## src/rtl/e203_biu_ifetch_icb_slv_pkg.sv

```systemverilog
`default_nettype none
// ============================================================================
// Module   : e203_biu_ifetch_icb_slv_pkg
// Purpose  : Shared constants and response-entry layout for the ifetch slave.
// Revision : 1.0
// ============================================================================
package e203_biu_ifetch_icb_slv_pkg;

    localparam int                E203_ADDR_SIZE = 32;
    localparam int                DFLT_RAM_AW    = 14;
    localparam logic [31:0]       DFLT_BASE_ADDR = 32'h8000_0000;

    typedef struct packed {
        logic        err;
        logic [31:0] data;
    } rsp_ent_t;

    localparam int RSP_ENT_W = $bits(rsp_ent_t);

endpackage
`default_nettype wire

```

## src/rtl/e203_biu_ifetch_icb_slv_rsp_fifo.sv

```systemverilog
`default_nettype none
// ============================================================================
// Module   : e203_ifetch_rsp_fifo
// Purpose  : Small circular response buffer with occupancy count.
// Revision : 1.0
// ============================================================================
module e203_ifetch_rsp_fifo #(
    parameter  int DP    = 2,
    parameter  int DW    = 33,
    localparam int CNT_W = $clog2(DP + 1),
    localparam int PTR_W = (DP > 1) ? $clog2(DP) : 1
) (
    input  logic             clk,
    input  logic             rst,
    input  logic             i_push,
    input  logic [DW-1:0]    i_wdat,
    input  logic             i_pop,
    output logic [DW-1:0]    o_rdat,
    output logic             o_empty,
    output logic [CNT_W-1:0] o_cnt
);

    logic [DW-1:0]    mem_q [DP];
    logic [DW-1:0]    mem_d [DP];
    logic [PTR_W-1:0] wr_ptr_q, wr_ptr_d;
    logic [PTR_W-1:0] rd_ptr_q, rd_ptr_d;
    logic [CNT_W-1:0] cnt_q, cnt_d;

    always_comb begin
        mem_d    = mem_q;
        wr_ptr_d = wr_ptr_q;
        rd_ptr_d = rd_ptr_q;
        cnt_d    = cnt_q;
        if (i_push) begin
            mem_d[wr_ptr_q] = i_wdat;
            wr_ptr_d = (wr_ptr_q == PTR_W'(DP - 1)) ? '0 : wr_ptr_q + PTR_W'(1);
        end
        if (i_pop) begin
            rd_ptr_d = (rd_ptr_q == PTR_W'(DP - 1)) ? '0 : rd_ptr_q + PTR_W'(1);
        end
        // Concurrent push and pop leaves occupancy unchanged.
        case ({i_push, i_pop})
            2'b10:   cnt_d = cnt_q + CNT_W'(1);
            2'b01:   cnt_d = cnt_q - CNT_W'(1);
            default: cnt_d = cnt_q;
        endcase
    end

    always_ff @(posedge clk) begin
        if (rst) begin
            wr_ptr_q <= '0;
            rd_ptr_q <= '0;
            cnt_q    <= '0;
        end else begin
            wr_ptr_q <= wr_ptr_d;
            rd_ptr_q <= rd_ptr_d;
            cnt_q    <= cnt_d;
        end
    end

    always_ff @(posedge clk) begin
        mem_q <= mem_d;
    end

    assign o_rdat  = mem_q[rd_ptr_q];
    assign o_empty = (cnt_q == '0);
    assign o_cnt   = cnt_q;

endmodule
`default_nettype wire

```

## src/rtl/e203_biu_ifetch_icb_slv.sv

```systemverilog
`default_nettype none
// ============================================================================
// Module   : e203_biu_ifetch_icb_slv
// Purpose  : ICB instruction-fetch slave onto a 1-cycle-latency SRAM, with
//            response bypass and buffering. Optional address range check
//            enabled by E203_IFETCH_SLV_RANGE_CHK_EN.
// Revision : 1.0
// ============================================================================
module e203_biu_ifetch_icb_slv
    import e203_biu_ifetch_icb_slv_pkg::*;
#(
    parameter int                        RAM_AW    = DFLT_RAM_AW,
    parameter logic [E203_ADDR_SIZE-1:0] BASE_ADDR = DFLT_BASE_ADDR,
    parameter int                        RSP_DP    = 2
) (
    input  logic                      clk,
    input  logic                      rst,
    input  logic                      icb_cmd_valid,
    output logic                      icb_cmd_ready,
    input  logic [E203_ADDR_SIZE-1:0] icb_cmd_addr,
    output logic                      icb_rsp_valid,
    input  logic                      icb_rsp_ready,
    output logic                      icb_rsp_err,
    output logic [31:0]               icb_rsp_rdata,
    output logic                      ram_cs,
    output logic [RAM_AW-1:0]         ram_addr,
    input  logic [31:0]               ram_dout
);

    localparam int CNT_W = $clog2(RSP_DP + 1);
    localparam int OCC_W = CNT_W + 1;

    logic             w_cmd_hs;
    logic             w_addr_ok;
    logic             w_inflight_err;
    logic             inflight_q, inflight_d;
    logic [OCC_W-1:0] w_occ;
    logic [CNT_W-1:0] w_fifo_cnt;
    logic             w_fifo_empty;
    logic             w_fifo_push;
    logic             w_fifo_pop;
    rsp_ent_t         w_byp_ent;
    rsp_ent_t         w_head_ent;
    rsp_ent_t         w_rsp_ent;
    logic             w_unused_addr;

    // Reserve a buffer slot for every outstanding read before accepting more.
    assign w_occ         = OCC_W'(w_fifo_cnt) + OCC_W'(inflight_q);
    assign icb_cmd_ready = (w_occ < OCC_W'(RSP_DP));
    assign w_cmd_hs      = icb_cmd_valid & icb_cmd_ready;

`ifdef E203_IFETCH_SLV_RANGE_CHK_EN
    localparam logic [E203_ADDR_SIZE:0] REGION_BYTES =
        (E203_ADDR_SIZE + 1)'(1) << (RAM_AW + 2);

    logic [E203_ADDR_SIZE:0] w_addr_off;
    logic                    inflight_err_q, inflight_err_d;

    // Below-base addresses wrap to a huge offset and fail the compare.
    assign w_addr_off     = {1'b0, icb_cmd_addr} - {1'b0, BASE_ADDR};
    assign w_addr_ok      = (w_addr_off < REGION_BYTES);
    assign inflight_err_d = w_cmd_hs & ~w_addr_ok;
    assign w_inflight_err = inflight_err_q;

    always_ff @(posedge clk) begin
        if (rst) begin
            inflight_err_q <= 1'b0;
        end else begin
            inflight_err_q <= inflight_err_d;
        end
    end
`else
    assign w_addr_ok      = 1'b1;
    assign w_inflight_err = 1'b0;
`endif

    assign w_unused_addr = ^{icb_cmd_addr[E203_ADDR_SIZE-1:RAM_AW+2], icb_cmd_addr[1:0]};

    assign ram_cs   = w_cmd_hs & w_addr_ok;
    assign ram_addr = icb_cmd_addr[RAM_AW+1:2];

    assign inflight_d = w_cmd_hs;

    always_ff @(posedge clk) begin
        if (rst) begin
            inflight_q <= 1'b0;
        end else begin
            inflight_q <= inflight_d;
        end
    end

    // Fresh SRAM data; forced to zero when idle so outputs read 0.
    always_comb begin
        w_byp_ent = '0;
        if (inflight_q) begin
            w_byp_ent.err  = w_inflight_err;
            w_byp_ent.data = w_inflight_err ? 32'h0 : ram_dout;
        end
    end

    // Bypass only when buffer is empty and the initiator takes it now.
    assign w_fifo_push = inflight_q & ~(w_fifo_empty & icb_rsp_ready);
    assign w_fifo_pop  = ~w_fifo_empty & icb_rsp_ready;

    e203_ifetch_rsp_fifo #(
        .DP (RSP_DP),
        .DW (RSP_ENT_W)
    ) u_rsp_fifo (
        .clk     (clk),
        .rst     (rst),
        .i_push  (w_fifo_push),
        .i_wdat  (w_byp_ent),
        .i_pop   (w_fifo_pop),
        .o_rdat  (w_head_ent),
        .o_empty (w_fifo_empty),
        .o_cnt   (w_fifo_cnt)
    );

    assign w_rsp_ent     = w_fifo_empty ? w_byp_ent : w_head_ent;
    assign icb_rsp_valid = ~w_fifo_empty | inflight_q;
    assign icb_rsp_err   = w_rsp_ent.err;
    assign icb_rsp_rdata = w_rsp_ent.data;

endmodule
`default_nettype wire

```

## config.mk

```make
export PLATFORM = sky130hd
export DESIGN_NAME = e203_biu_ifetch_icb_slv
export DESIGN_NICKNAME = d
export VERILOG_FILES = /design/src/rtl/e203_biu_ifetch_icb_slv_pkg.sv /design/src/rtl/e203_biu_ifetch_icb_slv_rsp_fifo.sv /design/src/rtl/e203_biu_ifetch_icb_slv.sv
export SDC_FILE = /design/constraint.sdc
export NUM_CORES = 1
export LEC_CHECK = 0
export ABC_AREA = 1
export CORE_MARGIN = 8
export CORE_UTILIZATION = 46
export CTS_CLUSTER_DIAMETER = 30
export DETAILED_ROUTE_END_ITERATION = 8
export GPL_TIMING_DRIVEN = 0
export HOLD_SLACK_MARGIN = 0.12
export PLACE_DENSITY = 0.81
export SLEW_MARGIN = 20
export SYNTH_ARGS = -nofsm -noshare
export SYNTH_HDL_FRONTEND = slang
export SYNTH_SLANG_ARGS = --single-unit
```

## constraint.sdc

```tcl
create_clock -name clk -period 3.02 [get_ports clk]
set_input_delay 0.604 -clock clk [delete_from_list [all_inputs] [get_ports clk]]
set_output_delay 0.604 -clock clk [all_outputs]
set_load 0.02 [all_outputs]
```

==> results of run 1 <==
[cell families after synthesis]
group | after synthesis | synth area share, %
flops | 69 | 58.2
buf+inv | 75 | 12.3
simple gates | 184 | 21.3
fa+ha+maj | 1 | 0.360
compound gates | 36 | 7.78
other cells | 1 | 0.108
[cell type report]
type / count / area (um^2) / share of cell area (%)
plain buffers: 33 / 270 / 5.80
clock buffers: 10 / 128 / 2.74
clock inverters: 6 / 53.8 / 1.16
inverters: 42 / 158 / 3.39
multi-input cells: 222 / 1030 / 22.2
flip-flops and latches: 69 / 2020 / 43.4
well taps: 99 / 124 / 2.66
repair buffers: 85 / 868 / 18.6
[state kept, by name (all words and copies together), names as in the netlist]
signal               count
u_rsp_fifo.mem_q        64
u_rsp_fifo.o_cnt         2
inflight_q               1
u_rsp_fifo.rd_ptr_q      1
u_rsp_fifo.wr_ptr_q      1
[per-stage QoR]
stage	std cells	hold WS (ns)	area (um^2)	power, mW	TNS [ns]
2_1_floorplan	366	0.475	3480	1.82	0
3_3_place_gp	549	0.487	4440	2.22	-22.40
3_5_place_dp	550	0.555	4480	2.25	0
4_1_cts	566	0.593	4660	2.94	0
5_1_grt	566	0.614	4660	3.06	0
6_report	566	0.594	4660	2.91	0
[worst max-delay path, delay by kind of cell, from the launching register on]
family / cells / cell delay (ns)
AND/OR/NAND/NOR: 3 / 0.27
buffers and inverters: 3 / 1.17
flip-flops: 1 / 0.30
AO/OA/AOI/OAI: 1 / 0.07
[Yosys cell counts (all sizes together)]
cell | n | area share [%]
nand2 | 168 | 19
edfxtp | 64 | 55
inv | 42 | 4.5
o21ai | 34 | 7.5
buf | 29 | 7.3
nor2 | 10 | 1.3
dfxtp | 5 | 2.9
clkbuf | 4 | 0.47
a21oi | 2 | 0.29
nor3 | 2 | 0.29
conb | 1 | 0.11
ha | 1 | 0.36
nand3 | 1 | 0.14
nand4 | 1 | 0.18
nor4 | 1 | 0.18
or2 | 1 | 0.18
[routing by layer]
metal	GRT usage (%)	up-vias	part of all wire [%]
li1	-	1339	-
met1	16.9	1218	39
met2	28.5	84	51
met3	4.39	10	8.0
met4	6.01	0	1.6
met5	0	-	0
[power by group through the flow]
| stage | Clock, mW | Sequential (mW) | Combinational, mW |
|---|---|---|---|
| after floorplan | 0 | 1.14 | 0.684 |
| after global placement | 0 | 1.14 | 1.08 |
| after detailed placement | 0 | 1.14 | 1.10 |
| after CTS | 0.713 | 1.12 | 1.11 |
| after global routing | 0.749 | 1.13 | 1.19 |
| final | 0.701 | 1.12 | 1.09 |
[worst paths after layout]
path / start / endpoint / slack, ns / cells past startpoint
min: u_rsp_fifo.o_cnt[1] / u_rsp_fifo.o_cnt[1] / 0.59 / 2
min reg2reg: u_rsp_fifo.o_cnt[1] / u_rsp_fifo.o_cnt[1] / 0.59 / 2
max reg2reg: inflight_q / u_rsp_fifo.mem_q[53] / 1.09 / 5
max: u_rsp_fifo.rd_ptr_q / icb_rsp_rdata[6] / 0.28 / 7
==> flow_summary.toml, run 1 <==
[worst_setup_path]
worst_setup_path_end_kind = "output port"
cp.required_ns = 2.42
crit_arrival_ns = 2.14
crit_path_max_incr_delay_ns = 0.64
worst_path_max_delay_cell = "sky130_fd_sc_hd__clkdlybuf4s50_1"
path_class = "flip-flop to output port"
path_cells = "buf_2 > clkbuf_1 > nand2_1 > nand2_1 > nand2_1 > o21ai_1 > clkdlybuf4s50_1"
setup.worst_path.start_class = "flip-flop"
cp_common_cell = "sky130_fd_sc_hd__nand2_1"
worst-path-max-fanout = 10

[floorplanning]
floorplan.initialDensity_pct = 47.7
num_io_pins = 118
floorplan_die_width_um = 103
die_boundary_height_um = 103
dieArea_um2 = 10600
core-area_um2 = 7290
num_rows = 31

[power]
clock_network_fraction_of_design_power_pct = 24.1
pwr_density_cell_nw_per_um2 = 626
switching_share_pct = 32.9
seq_power_share_pct = 38.5
peakVddDrop_uv = 295
switching_power_uw = 957
share_comb_of_total_power_pct = 37.4
static-leakage-power_nw = 2.09
power_report.internal_total_mw = 1.96

[clock_tree]
source_to_sink_clock_delay_at_the_later_pin_of_the_worst_skew_pair_ns = 0.33
cts_inserted_buffers = 9
cts_setup_buffers = 0
tritoncts = "done"
clock_sink_count = 69
path_clk_slew_ns = 0.07
cts_root_buf = "sky130_fd_sc_hd__clkbuf_8"
clock_tree.htree_level_count = 3
clock_tree.buffer_depth = 2
cts-resized-gates = 0
postCtsHoldBufs = 0

[global_route]
grt_use_total_pct = 15.7
grt_start_max_net_pins = 33
overflow = 0
vias_in_the_first_global_route = 2837
grt_first_pass_wirelength_mm = 12.9
grt_antenna_before_repair = 0

[detailed_routing]
drtPass1Iterations = 4
routed_wl_mm = 7.99
ant_nets = 0
route.vias.total = 2651
via_per_inst = 4.68
drcViolationCount = 0
drtIter0Drc = 134
drt-wirelength-per-cell_um = 14.1

[run]
maxCapViolCount = 0

[place]
dp_hpwl_mm = 5.84
final_estimated_routing_congestion_in_global_placement = 0.732
preCtsSetupSlack_ns = 0.481
io_buffer_count = 84

[final_layout]
design.final.nets = 531
drive_gt1_share_pct = 18.2
layout.cells.most_common = "sky130_fd_sc_hd__nand2_1"
filler_cell_count = 636
final_cell_mix = "sky130_fd_sc_hd__nand2_1, sky130_fd_sc_hd__clkdlybuf4s50_1, sky130_fd_sc_hd__edfxtp_1"
final_core_util_pct = 63.9
syn_to_final_growth_pct = 34.0
antennaDiodeCount = 0

[synth]
synthCells = 366
yosysUniqueCellTypes = 26
synth-seq-area-share_pct = 58.2
synth_nets = 435
ys.warnings.count = 0
synth.ff_latch_count = 69
syn_area_per_cell_um2 = 9.50
post_synth_instance_area_um2 = 3480

[timing]
max_slew.worst_pin.slew_ns = 0.723
fmax_mhz = 365
timing.final.setup_violations = 0
finClkSkew_ns = 0.00766
timing_hold_violations_final = 0
finalWorstPathRequiredPeriod_ns = 2.74
max_slew_margin_pct = 51.7
post-route-worst-setup-slack_ns = 0.281
setup_repair_after_global_routing_missed_its_margin = "no"
timing.final.crit_share_pct = 90.7
maxSlewViolCount = 0

[run_status]
run_status = "finished, final reports clean"

[hold_path]
hold_path_class = "flip-flop to flip-flop"
(Power assumes the default switching activity.)
==> run 2: changes to the inputs <==
--- a/config.mk
+++ b/config.mk
@@ -7,12 +7,12 @@
 export LEC_CHECK = 0
 export ABC_AREA = 1
 export CORE_MARGIN = 8
-export CORE_UTILIZATION = 46
+export CORE_UTILIZATION = 43
 export CTS_CLUSTER_DIAMETER = 30
 export DETAILED_ROUTE_END_ITERATION = 8
 export GPL_TIMING_DRIVEN = 0
 export HOLD_SLACK_MARGIN = 0.12
-export PLACE_DENSITY = 0.81
+export PLACE_DENSITY = 0.76
 export SLEW_MARGIN = 20
 export SYNTH_ARGS = -nofsm -noshare
 export SYNTH_HDL_FRONTEND = slang
==> flow_summary.toml, run 2 (synthesis results as in run 1) <==
[run_status]
run_status = "finished, final reports clean"

[floorplanning]
dieArea_um2 = 11200
num_io_pins = 118
core-area_um2 = 7770
floorplan.initialDensity_pct = 44.7
die_boundary_height_um = 106
num_rows = 32
floorplan_die_width_um = 106

[timing]
setup_total_negative_slack_ns = 0
timing.final.crit_share_pct = 92.5
max_slew.worst_pin.slew_ns = 0.746
timing_hold_violations_final = 0
finalWorstPathRequiredPeriod_ns = 2.79
timing.final.setup_violations = 0
max_slew_margin_pct = 50.2
fmax_mhz = 358
finClkSkew_ns = 0.00572
setup_repair_after_global_routing_missed_its_margin = "no"
maxSlewViolCount = 0

[final_layout]
largest_register_ff_count = 64
layout.cells.most_common = "sky130_fd_sc_hd__nand2_1"
final_core_util_pct = 61.3
design.final.nets = 531
final_cell_mix = "sky130_fd_sc_hd__nand2_1, sky130_fd_sc_hd__clkdlybuf4s50_1, sky130_fd_sc_hd__edfxtp_1"
biggest_register = "u_rsp_fifo.mem_q"
antennaDiodeCount = 0
drive_gt1_share_pct = 18.4
syn_to_final_growth_pct = 37.1

[detailed_routing]
drt-wirelength-per-cell_um = 14.5
routed_wl_mm = 8.24
route.vias.total = 2666
via_per_inst = 4.69
ant_nets = 0
drcViolationCount = 0
drtPass1Iterations = 4
drtIter0Drc = 117

[worst_setup_path]
crit_arrival_ns = 2.19
setup.worst_path.start_class = "flip-flop"
r2r_cells = 5
register_to_register_setup_slack_ns = 1.10
cp.required_ns = 2.42
worst_setup_path_end_kind = "output port"
worst-path-max-fanout = 10
path_class = "flip-flop to output port"

[hold_path]
hold_path_class = "flip-flop to flip-flop"
whs_path_depth = 2

[clock_tree]
cts_root_buf = "sky130_fd_sc_hd__clkbuf_8"
clock_tree.buffer_depth = 2
clock_tree.htree_level_count = 3
path_clk_slew_ns = 0.07
cts-resized-gates = 0
postCtsHoldBufs = 0
tritoncts = "done"
cts_setup_buffers = 0
clock_sink_count = 69
cts_inserted_buffers = 9
source_to_sink_clock_delay_at_the_later_pin_of_the_worst_skew_pair_ns = 0.33

[global_route]
overflow = 0
grt_start_max_net_pins = 33
grt_use_total_pct = 15.1
grt_first_pass_wirelength_mm = 13.5
vias_in_the_first_global_route = 2878
grt_antenna_before_repair = 0

[place]
final_estimated_routing_congestion_in_global_placement = 0.730
io_buffer_count = 84
dp_hpwl_mm = 5.82

[run]
maxCapViolCount = 0

[power]
static-leakage-power_nw = 2.13
peakVddDrop_uv = 377
pwr_density_cell_nw_per_um2 = 688
==> run 2: changes by cell type in the layout (fill, tap and decap cells not counted) <==
cell	delta
sky130_fd_sc_hd__bufinv_16	+4
sky130_fd_sc_hd__clkinv_2	-4
sky130_fd_sc_hd__clkbuf_1	-1
sky130_fd_sc_hd__clkinvlp_4	+1
==> run 2: power breakdown <==
group / internal [mW] / total (mW) / switching, mW / leakage (nW)
Sequential: 1.10 / 1.12 / 0.0200 / 0.640
Combinational: 0.482 / 1.10 / 0.614 / 1.35
Clock: 0.713 / 1.06 / 0.347 / 0.137
==> run 2: worst max-delay path, stage by stage (launching register included) <==
cell and delay [ns]:
sky130_fd_sc_hd__dfxtp_1 0.31, sky130_fd_sc_hd__buf_2 0.16, sky130_fd_sc_hd__clkbuf_1 0.43, sky130_fd_sc_hd__nand2_1 0.11, sky130_fd_sc_hd__nand2_1 0.10, sky130_fd_sc_hd__nand2_1 0.05, sky130_fd_sc_hd__o21ai_1 0.08, sky130_fd_sc_hd__clkdlybuf4s50_1 0.63
==> run 2: worst paths after layout <==
kind                             from                   end
hold / removal    u_rsp_fifo.wr_ptr_q   u_rsp_fifo.wr_ptr_q
setup / recovery  u_rsp_fifo.rd_ptr_q      icb_rsp_rdata[4]
setup reg to reg           inflight_q  u_rsp_fifo.mem_q[54]
hold reg to reg   u_rsp_fifo.wr_ptr_q   u_rsp_fifo.wr_ptr_q
==> run 2: stage by stage <==
step	hold slack, ns	cells	setup WS [ns]	area (um^2)	power [mW]
3_5_place_dp	0.552	553	0.466	4480	2.25
3_3_place_gp	0.488	552	-0.797	4440	2.22
5_1_grt	0.610	569	0.0455	4760	3.43
4_1_cts	0.565	569	0.186	4760	3.31
2_1_floorplan	0.475	366	0.483	3480	1.82
6_report	0.565	569	0.225	4760	3.28
==> run 2: metal layers <==
metal	track usage (%)	part of all wire [%]	routed length (um)
met2	26.9	51	4230
met4	7.24	1.9	155
met5	0	0	0
met1	16.1	41	3360
met3	4.05	5.9	487
==> run 2: area by class of cell <==
cell class	count	area, um^2
multi-input cells	222	1030
well taps	102	128
fillers	653	3000
plain buffers	33	270
clock buffers	9	124
repair buffers	85	868
clock inverters	7	161
flip-flops and latches	69	2020
inverters	42	158
